### src/rtl/jt51_wrq_if.sv
// Host write port of jt51_wrq: the CPU pushes register writes, the queue reports its fill state.
// Handshake: wr_en is a one-clk strobe carrying wr_addr/wr_din; the write is taken on that edge
// when full is low, otherwise it is dropped and ovf latches high until reset.
interface jt51_wrq_if;
  logic       wr_en;
  logic [7:0] wr_addr;
  logic [7:0] wr_din;
  logic       full;
  logic       empty;
  logic       ovf;

  modport master (output wr_en, wr_addr, wr_din, input full, empty, ovf);
  modport slave  (input wr_en, wr_addr, wr_din, output full, empty, ovf);
endinterface

### src/rtl/jt51_wrq.sv
// Host write scheduler: FIFO of register writes, each decoded to one up_* strobe held for a full
// 32-slot sweep, or sent out on the global port. Define JT51_WRQ_SYNC_EN to align sweeps to slot 0.
module jt51_wrq #(
  parameter int DEPTH = 4
) (
  input  logic       clk,
  input  logic       rst,
  input  logic       cen,
  input  logic       zero,
  jt51_wrq_if.slave  host,
  output logic       busy,
  output logic [7:0] din,
  output logic [1:0] op,
  output logic [2:0] ch,
  output logic       up_rl,
  output logic       up_kc,
  output logic       up_kf,
  output logic       up_pms,
  output logic       up_dt1,
  output logic       up_tl,
  output logic       up_ks,
  output logic       up_amsen,
  output logic       up_dt2,
  output logic       up_d1l,
  output logic       up_keyon,
  output logic       glb_we,
  output logic [7:0] glb_addr,
  output logic [7:0] glb_din,
  output logic [1:0] dbg_state
);
  localparam int AW = $clog2(DEPTH);

  typedef enum logic [1:0] {ST_IDLE, ST_GLB, ST_SYNC, ST_HOLD} state_t;

  state_t      state_q, state_d;
  logic [4:0]  cnt_q, cnt_d;
  logic [AW:0] wr_ptr_q, wr_ptr_d, rd_ptr_q, rd_ptr_d, fill;
  logic        full_q, full_d, empty_q, empty_d, ovf_q, ovf_d, busy_q, busy_d;
  logic [7:0]  din_q, din_d, glb_addr_q, glb_addr_d, glb_din_q, glb_din_d;
  logic [1:0]  op_q, op_d;
  logic [2:0]  ch_q, ch_d;
  logic [10:0] sel_q, sel_d, up_q, up_d;
  logic        glb_we_q, glb_we_d;
  logic [15:0] mem_q [DEPTH];

  logic        push, pop;
  logic [7:0]  h_addr, h_data;
  logic        dec_glb;
  logic [10:0] dec_sel;
  logic [1:0]  dec_op;
  logic [2:0]  dec_ch;

  assign push = host.wr_en && !full_q;
  assign {h_addr, h_data} = mem_q[rd_ptr_q[AW-1:0]];

  // Strobe bit order: rl kc kf pms dt1 tl ks amsen dt2 d1l keyon (bit 0 .. bit 10).
  always_comb begin
    dec_glb = 1'b0;
    dec_sel = '0;
    dec_op  = '0;
    dec_ch  = '0;
    if (h_addr == 8'h08) begin
      dec_sel = 11'h400;
    end else if (h_addr[7:5] == 3'd0) begin
      dec_glb = 1'b1;
    end else if (h_addr[7:5] == 3'd1) begin
      dec_sel = 11'(11'h001 << h_addr[4:3]);
      dec_ch  = h_addr[2:0];
    end else begin
      dec_sel = 11'(11'h010 << (h_addr[7:5] - 3'd2));
      dec_op  = h_addr[4:3];
      dec_ch  = h_addr[2:0];
    end
  end

  always_comb begin
    state_d    = state_q;
    cnt_d      = cnt_q;
    din_d      = din_q;
    op_d       = op_q;
    ch_d       = ch_q;
    sel_d      = sel_q;
    up_d       = up_q;
    glb_we_d   = 1'b0;
    glb_addr_d = glb_addr_q;
    glb_din_d  = glb_din_q;
    pop        = 1'b0;
    case (state_q)
      ST_IDLE: begin
        if (!empty_q) begin
          pop   = 1'b1;
          din_d = h_data;
          op_d  = dec_op;
          ch_d  = dec_ch;
          sel_d = dec_sel;
          if (dec_glb) begin
            state_d    = ST_GLB;
            glb_we_d   = 1'b1;
            glb_addr_d = h_addr;
            glb_din_d  = h_data;
          end else begin
`ifdef JT51_WRQ_SYNC_EN
            state_d = ST_SYNC;
`else
            state_d = ST_HOLD;
            cnt_d   = '0;
            up_d    = dec_sel;
`endif
          end
        end
      end
      ST_GLB: state_d = ST_IDLE;
      ST_SYNC: begin
        if (cen && zero) begin
          state_d = ST_HOLD;
          cnt_d   = '0;
          up_d    = sel_q;
        end
      end
      ST_HOLD: begin
        // The edge that consumes the 32nd cen ends the sweep and drops the strobe.
        if (cen) begin
          if (cnt_q == 5'd31) begin
            state_d = ST_IDLE;
            up_d    = '0;
          end else begin
            cnt_d = cnt_q + 5'd1;
          end
        end
      end
      default: state_d = ST_IDLE;
    endcase

    wr_ptr_d = push ? wr_ptr_q + 1'b1 : wr_ptr_q;
    rd_ptr_d = pop  ? rd_ptr_q + 1'b1 : rd_ptr_q;
    fill     = wr_ptr_d - rd_ptr_d;
    full_d   = (fill == (AW+1)'(DEPTH));
    empty_d  = (wr_ptr_d == rd_ptr_d);
    ovf_d    = ovf_q | (host.wr_en & full_q);
    busy_d   = (state_d != ST_IDLE);
  end

  always_ff @(posedge clk) begin
    if (rst) begin
      state_q    <= ST_IDLE;
      cnt_q      <= '0;
      wr_ptr_q   <= '0;
      rd_ptr_q   <= '0;
      full_q     <= 1'b0;
      empty_q    <= 1'b1;
      ovf_q      <= 1'b0;
      busy_q     <= 1'b0;
      din_q      <= '0;
      op_q       <= '0;
      ch_q       <= '0;
      sel_q      <= '0;
      up_q       <= '0;
      glb_we_q   <= 1'b0;
      glb_addr_q <= '0;
      glb_din_q  <= '0;
    end else begin
      state_q    <= state_d;
      cnt_q      <= cnt_d;
      wr_ptr_q   <= wr_ptr_d;
      rd_ptr_q   <= rd_ptr_d;
      full_q     <= full_d;
      empty_q    <= empty_d;
      ovf_q      <= ovf_d;
      busy_q     <= busy_d;
      din_q      <= din_d;
      op_q       <= op_d;
      ch_q       <= ch_d;
      sel_q      <= sel_d;
      up_q       <= up_d;
      glb_we_q   <= glb_we_d;
      glb_addr_q <= glb_addr_d;
      glb_din_q  <= glb_din_d;
    end
  end

  always_ff @(posedge clk) begin
    if (push) mem_q[wr_ptr_q[AW-1:0]] <= {host.wr_addr, host.wr_din};
  end

  assign host.full  = full_q;
  assign host.empty = empty_q;
  assign host.ovf   = ovf_q;
  assign busy       = busy_q;
  assign din        = din_q;
  assign op         = op_q;
  assign ch         = ch_q;
  assign glb_we     = glb_we_q;
  assign glb_addr   = glb_addr_q;
  assign glb_din    = glb_din_q;
  assign dbg_state  = state_q;
  assign {up_keyon, up_d1l, up_dt2, up_amsen, up_ks, up_tl,
          up_dt1, up_pms, up_kf, up_kc, up_rl} = up_q;
endmodule

### src/flat_wrapper.sv
// flat-port wrapper written by rule: the top's interface ports become plain ports
module jt51_wrq_flat 
#(
  parameter int DEPTH = 4
)
  (clk, rst, cen, zero, busy, din, op, ch, up_rl, up_kc, up_kf, up_pms, up_dt1, up_tl, up_ks, up_amsen, up_dt2, up_d1l, up_keyon, glb_we, glb_addr, glb_din, dbg_state, host_wr_en, host_wr_addr, host_wr_din, host_full, host_empty, host_ovf);
  jt51_wrq_if host_i ();
  input  logic clk;
  input  logic rst;
  input  logic cen;
  input  logic zero;
  output logic busy;
  output logic [7:0] din;
  output logic [1:0] op;
  output logic [2:0] ch;
  output logic up_rl;
  output logic up_kc;
  output logic up_kf;
  output logic up_pms;
  output logic up_dt1;
  output logic up_tl;
  output logic up_ks;
  output logic up_amsen;
  output logic up_dt2;
  output logic up_d1l;
  output logic up_keyon;
  output logic glb_we;
  output logic [7:0] glb_addr;
  output logic [7:0] glb_din;
  output logic [1:0] dbg_state;
  input wire logic [$bits(host_i.wr_en)-1:0] host_wr_en;
  input wire logic [$bits(host_i.wr_addr)-1:0] host_wr_addr;
  input wire logic [$bits(host_i.wr_din)-1:0] host_wr_din;
  output wire logic [$bits(host_i.full)-1:0] host_full;
  output wire logic [$bits(host_i.empty)-1:0] host_empty;
  output wire logic [$bits(host_i.ovf)-1:0] host_ovf;
  assign host_i.wr_en = host_wr_en;
  assign host_i.wr_addr = host_wr_addr;
  assign host_i.wr_din = host_wr_din;
  assign host_full = host_i.full;
  assign host_empty = host_i.empty;
  assign host_ovf = host_i.ovf;
  jt51_wrq #(.DEPTH(DEPTH)) u_core (.clk(clk), .rst(rst), .cen(cen), .zero(zero), .host(host_i), .busy(busy), .din(din), .op(op), .ch(ch), .up_rl(up_rl), .up_kc(up_kc), .up_kf(up_kf), .up_pms(up_pms), .up_dt1(up_dt1), .up_tl(up_tl), .up_ks(up_ks), .up_amsen(up_amsen), .up_dt2(up_dt2), .up_d1l(up_d1l), .up_keyon(up_keyon), .glb_we(glb_we), .glb_addr(glb_addr), .glb_din(glb_din), .dbg_state(dbg_state));
endmodule
### config.mk
export PLATFORM = sky130hd
export DESIGN_NAME = jt51_wrq_flat
export DESIGN_NICKNAME = d
export VERILOG_FILES = /design/src/rtl/jt51_wrq_if.sv /design/src/rtl/jt51_wrq.sv /design/src/flat_wrapper.sv
export SDC_FILE = /design/constraint.sdc
export NUM_CORES = 1
export LEC_CHECK = 0
export CAP_MARGIN = 20
export CORE_MARGIN = 2
export CORE_UTILIZATION = 49
export DETAILED_ROUTE_END_ITERATION = 8
export PLACE_DENSITY = 0.84
export SYNTH_ARGS = -nofsm -noshare
export SYNTH_HDL_FRONTEND = slang
export SYNTH_SLANG_ARGS = --single-unit
### constraint.sdc
create_clock -name clk -period 3 [get_ports clk]
set_clock_uncertainty 0.15 [all_clocks]
set_input_delay 0.6 -clock clk [delete_from_list [all_inputs] [get_ports clk]]
set_output_delay 0.6 -clock clk [all_outputs]
set_load 0.05 [all_outputs]
==> summary.txt <==
Run status
  – Status: finished, final reports clean

Logic synthesis
  – Mapped Avg Cell Area: 12.4 um2
  – Post-synth top area share: 35.4%
  – Post-synth top area cell: edfxtp_1
  – Post-synth EDFFs: 64
  – Most used DFF post-synth: dfxtp_1
  – Commonest cells in the netlist: dfxtp_1, edfxtp_1, nor2_1, nand2_1, a21oi_1
  – Syn Inst Count: 439
  – Synthesized area: 5430 um2
  – Most frequent cell after synthesis: dfxtp_1
  – Ys async rst share: 0%
  – Synthesized Nets: 470
  – Seq/Total Area, Yosys: between 60% and 70%
  – Largest cells by area after synthesis: edfxtp_1, dfxtp_1, mux4_2, a21oi_1, nor2_1
  – Synth Register Bits: 133
  – Syn. warnings: 0
  – Netlist cell types: 54

Detailed routing
  – Via count: 3,818
  – # DRC: 0
  – TritonRoute pass-1 iters: 7
  – Detail Route Antenna Nets: 0
  – First DRT Iteration DRCs: 257
  – WL per Instance: 17.7 um
  – Drt via density: 5.72
  – Routed WL: 11.8 mm

Worst setup path
  – Crit path kind: flip-flop to flip-flop
  – Crit path launch type: flip-flop
  – Worst-path cell chain: buf_12, mux4_2, nor4b_4, a2111o_1, buf_4, mux2i_1, nor2_1
  – Maximum fanout along the worst path: 15
  – Crit path capture type: flip-flop
  – Worst EP required: 3.23 ns
  – Crit-path max cell delay: 0.65 ns
  – Worst path bufs/invs: 2
  – Delay-heaviest family, CP: multiplexers
  – CP max-delay cell: mux4_2
  – Worst Path Arrival: around 3 ns

Placement
  – Final RePlAce weighted congestion: ~0.86
  – Dpl cells: 636
  – HPWL after DPL: 7.83 mm
  – # port buffers: 67

Cells and area
  – Area delta synth->final: 27.6%
  – ANT cells: 0
  – Filler instances: 787
  – Layout cells sized above 1: 16.5%
  – Area occupied by multi-input gates: around 2000 um2
  – FF/Latch Area: 3300 um2
  – Layout Cells excl Fill: roughly 670
  – Final nets: 546

Floorplan
  – Die W: 109 um
  – Num rows: 38
  – Initial core utilization: 50.1%
  – Die H: 109 um
  – I/O pins: 68
  – Die area: 11,900 um2
  – Core footprint: roughly 11,000 um2

Timing
  – Worst-Margin Slew: 0.677 ns
  – Slew HR: approximately 55%
  – Fin Setup TNS: 0 ns
  – Max-slew violations: 0
  – Maximum clock rate: 0.364 GHz
  – Final hold violations: 0
  – Final setup violation count: 0
  – Final period util: between 90% and 100%
  – Tmin final: 2.74 ns
  – WHS: 0.300 ns
  – Unrepaired setup endpoints after global routing: false

Global routing
  – Largest net degree at the start of global routing: 37
  – Gr ovfl total: 0
  – Vias in the first global route: between 3,000 and 4,000
  – Global-route usage over all layers: 20.8%
  – Initial antenna violation count: 0
  – First-pass GRT wire length: 18.7 mm

Clock tree
  – Clock Pin Slew Worst Setup and Hold Paths: 0.06 ns
  – Clk root buf: clkbuf_8
  – CTS Buffer Depth: 2
  – TritonCTS clock tree: yes
  – Inserted Clock Buffers: 17
  – CTS sink count: roughly 130
  – Worst skew pair latency: 0.52 ns
  – CTS H-Tree Depth: 4
  – Postcts setup bufs: 0

Power
  – LEAKAGE: around 2.5 nW
  – Worst vdd ir: 0.612 mV
  – Power Density: between 1000 and 1500 nW/um2

Run
  – MaxCap Viol Count: 0

Worst hold path
  – Hold Crit Class: flip-flop to flip-flop
registers in the layout, summed over array words and instances, names as in the netlist, 2 cells and up:
register,cells
u_core.ch,3
u_core.cnt_q,5
u_core.dbg_state,2
u_core.din,8
u_core.glb_addr,8
u_core.glb_din,8
u_core.mem_q,64
u_core.op,2
u_core.rd_ptr_q,3
u_core.sel_q,11
u_core.up_q,11
u_core.wr_ptr_q,3
worst register-to-register path, stage by stage, from the launching register on:
cell	delay (ns)
dfxtp_2	0.44
buf_12	0.20
mux4_2	0.66
nor4b_4	0.38
a2111o_1	0.20
buf_4	0.25
mux2i_1	0.27
nor2_1	0.07
through the flow:
step                power, mW  utilization [%]  setup WS (ns)  instance area (um2)
global route             7.31             63.9          0.114                 6920
global placement         4.74             58.0          0.264                 6290
detailed placement       4.81             58.0          0.184                 6290
CTS                      7.02             63.8          0.127                 6920
floorplan                4.08                -          0.318                 5430
finish                   7.01             63.9          0.255                 6920
power by group:
| group | internal [mW] | leakage [nW] | switching [mW] | total [mW] |
|---|---|---|---|---|
| sequential | 2.19 | 1.15 | 0.157 | 2.35 |
| combinational | 0.886 | 1.01 | 1.60 | 2.48 |
| clock | 1.37 | 0.302 | 0.813 | 2.18 |
| total | 4.45 | 2.46 | 2.57 | 7.01 |
layout by cell type, fill, tap and decap left out, types with 15 or more instances in the layout:
| master | Yosys | layout |
|---|---|---|
| nand2_1 | 40 | 40 |
| clkdlybuf4s50_1 | 0 | 66 |
| edfxtp_1 | 64 | 64 |
| mux2i_1 | 15 | 15 |
| a21oi_1 | 39 | 39 |
| mux4_2 | 17 | 17 |
| buf_4 | 3 | 15 |
| nor2_1 | 41 | 41 |
| dfxtp_1 | 69 | 68 |
| clkbuf_16 | 0 | 16 |
layer usage:
layer  track usage (%)  wire, um
met4              8.50       201
met5                 0         0
met1              26.6      5040
met2              34.3      5910
met3              4.66       655
logic make-up after synthesis:
family          Yosys count  share of synthesized area (%)
mux                      33                           10.0
buf+inv                  36                           3.11
flops                   133                           60.9
fa+ha+maj                10                           2.31
xor+xnor                  6                          0.968
simple gates            143                           13.2
compound gates           78                           9.52
worst paths after layout:
check / start / end / slack (ns) / depth (start not counted)
worst min-delay path: u_core.op[0]$_SDFFE_PP0P_ / u_core.op[0]$_SDFFE_PP0P_ / 0.30 / 2
worst max register to register: u_core.rd_ptr_q[0]$_SDFF_PP0_ / u_core.glb_addr[2]$_SDFFE_PP0P_ / 0.26 / 7
worst min register to register: u_core.op[0]$_SDFFE_PP0P_ / u_core.op[0]$_SDFFE_PP0P_ / 0.30 / 2
worst max-delay path: u_core.rd_ptr_q[0]$_SDFF_PP0_ / u_core.glb_addr[2]$_SDFFE_PP0P_ / 0.26 / 7
area by class of cell:
cell class / instances / area share, %
Sequential cell: 133 / 47.7
Multi-Input combinational cell: 270 / 28.3
Timing Repair Buffer: 84 / 11.8
Clock buffer: 17 / 5.98
Clock inverter: 15 / 3.13
Tap cell: 140 / 2.53
Inverter: 9 / 0.488
repair_timing:
action	4_1_cts	5_1_grt
gates resized for setup	0	2
hold buffers	0	0
endpoints found under the setup margin	0	5
No activity file was read; power rests on OpenSTA's default activity.
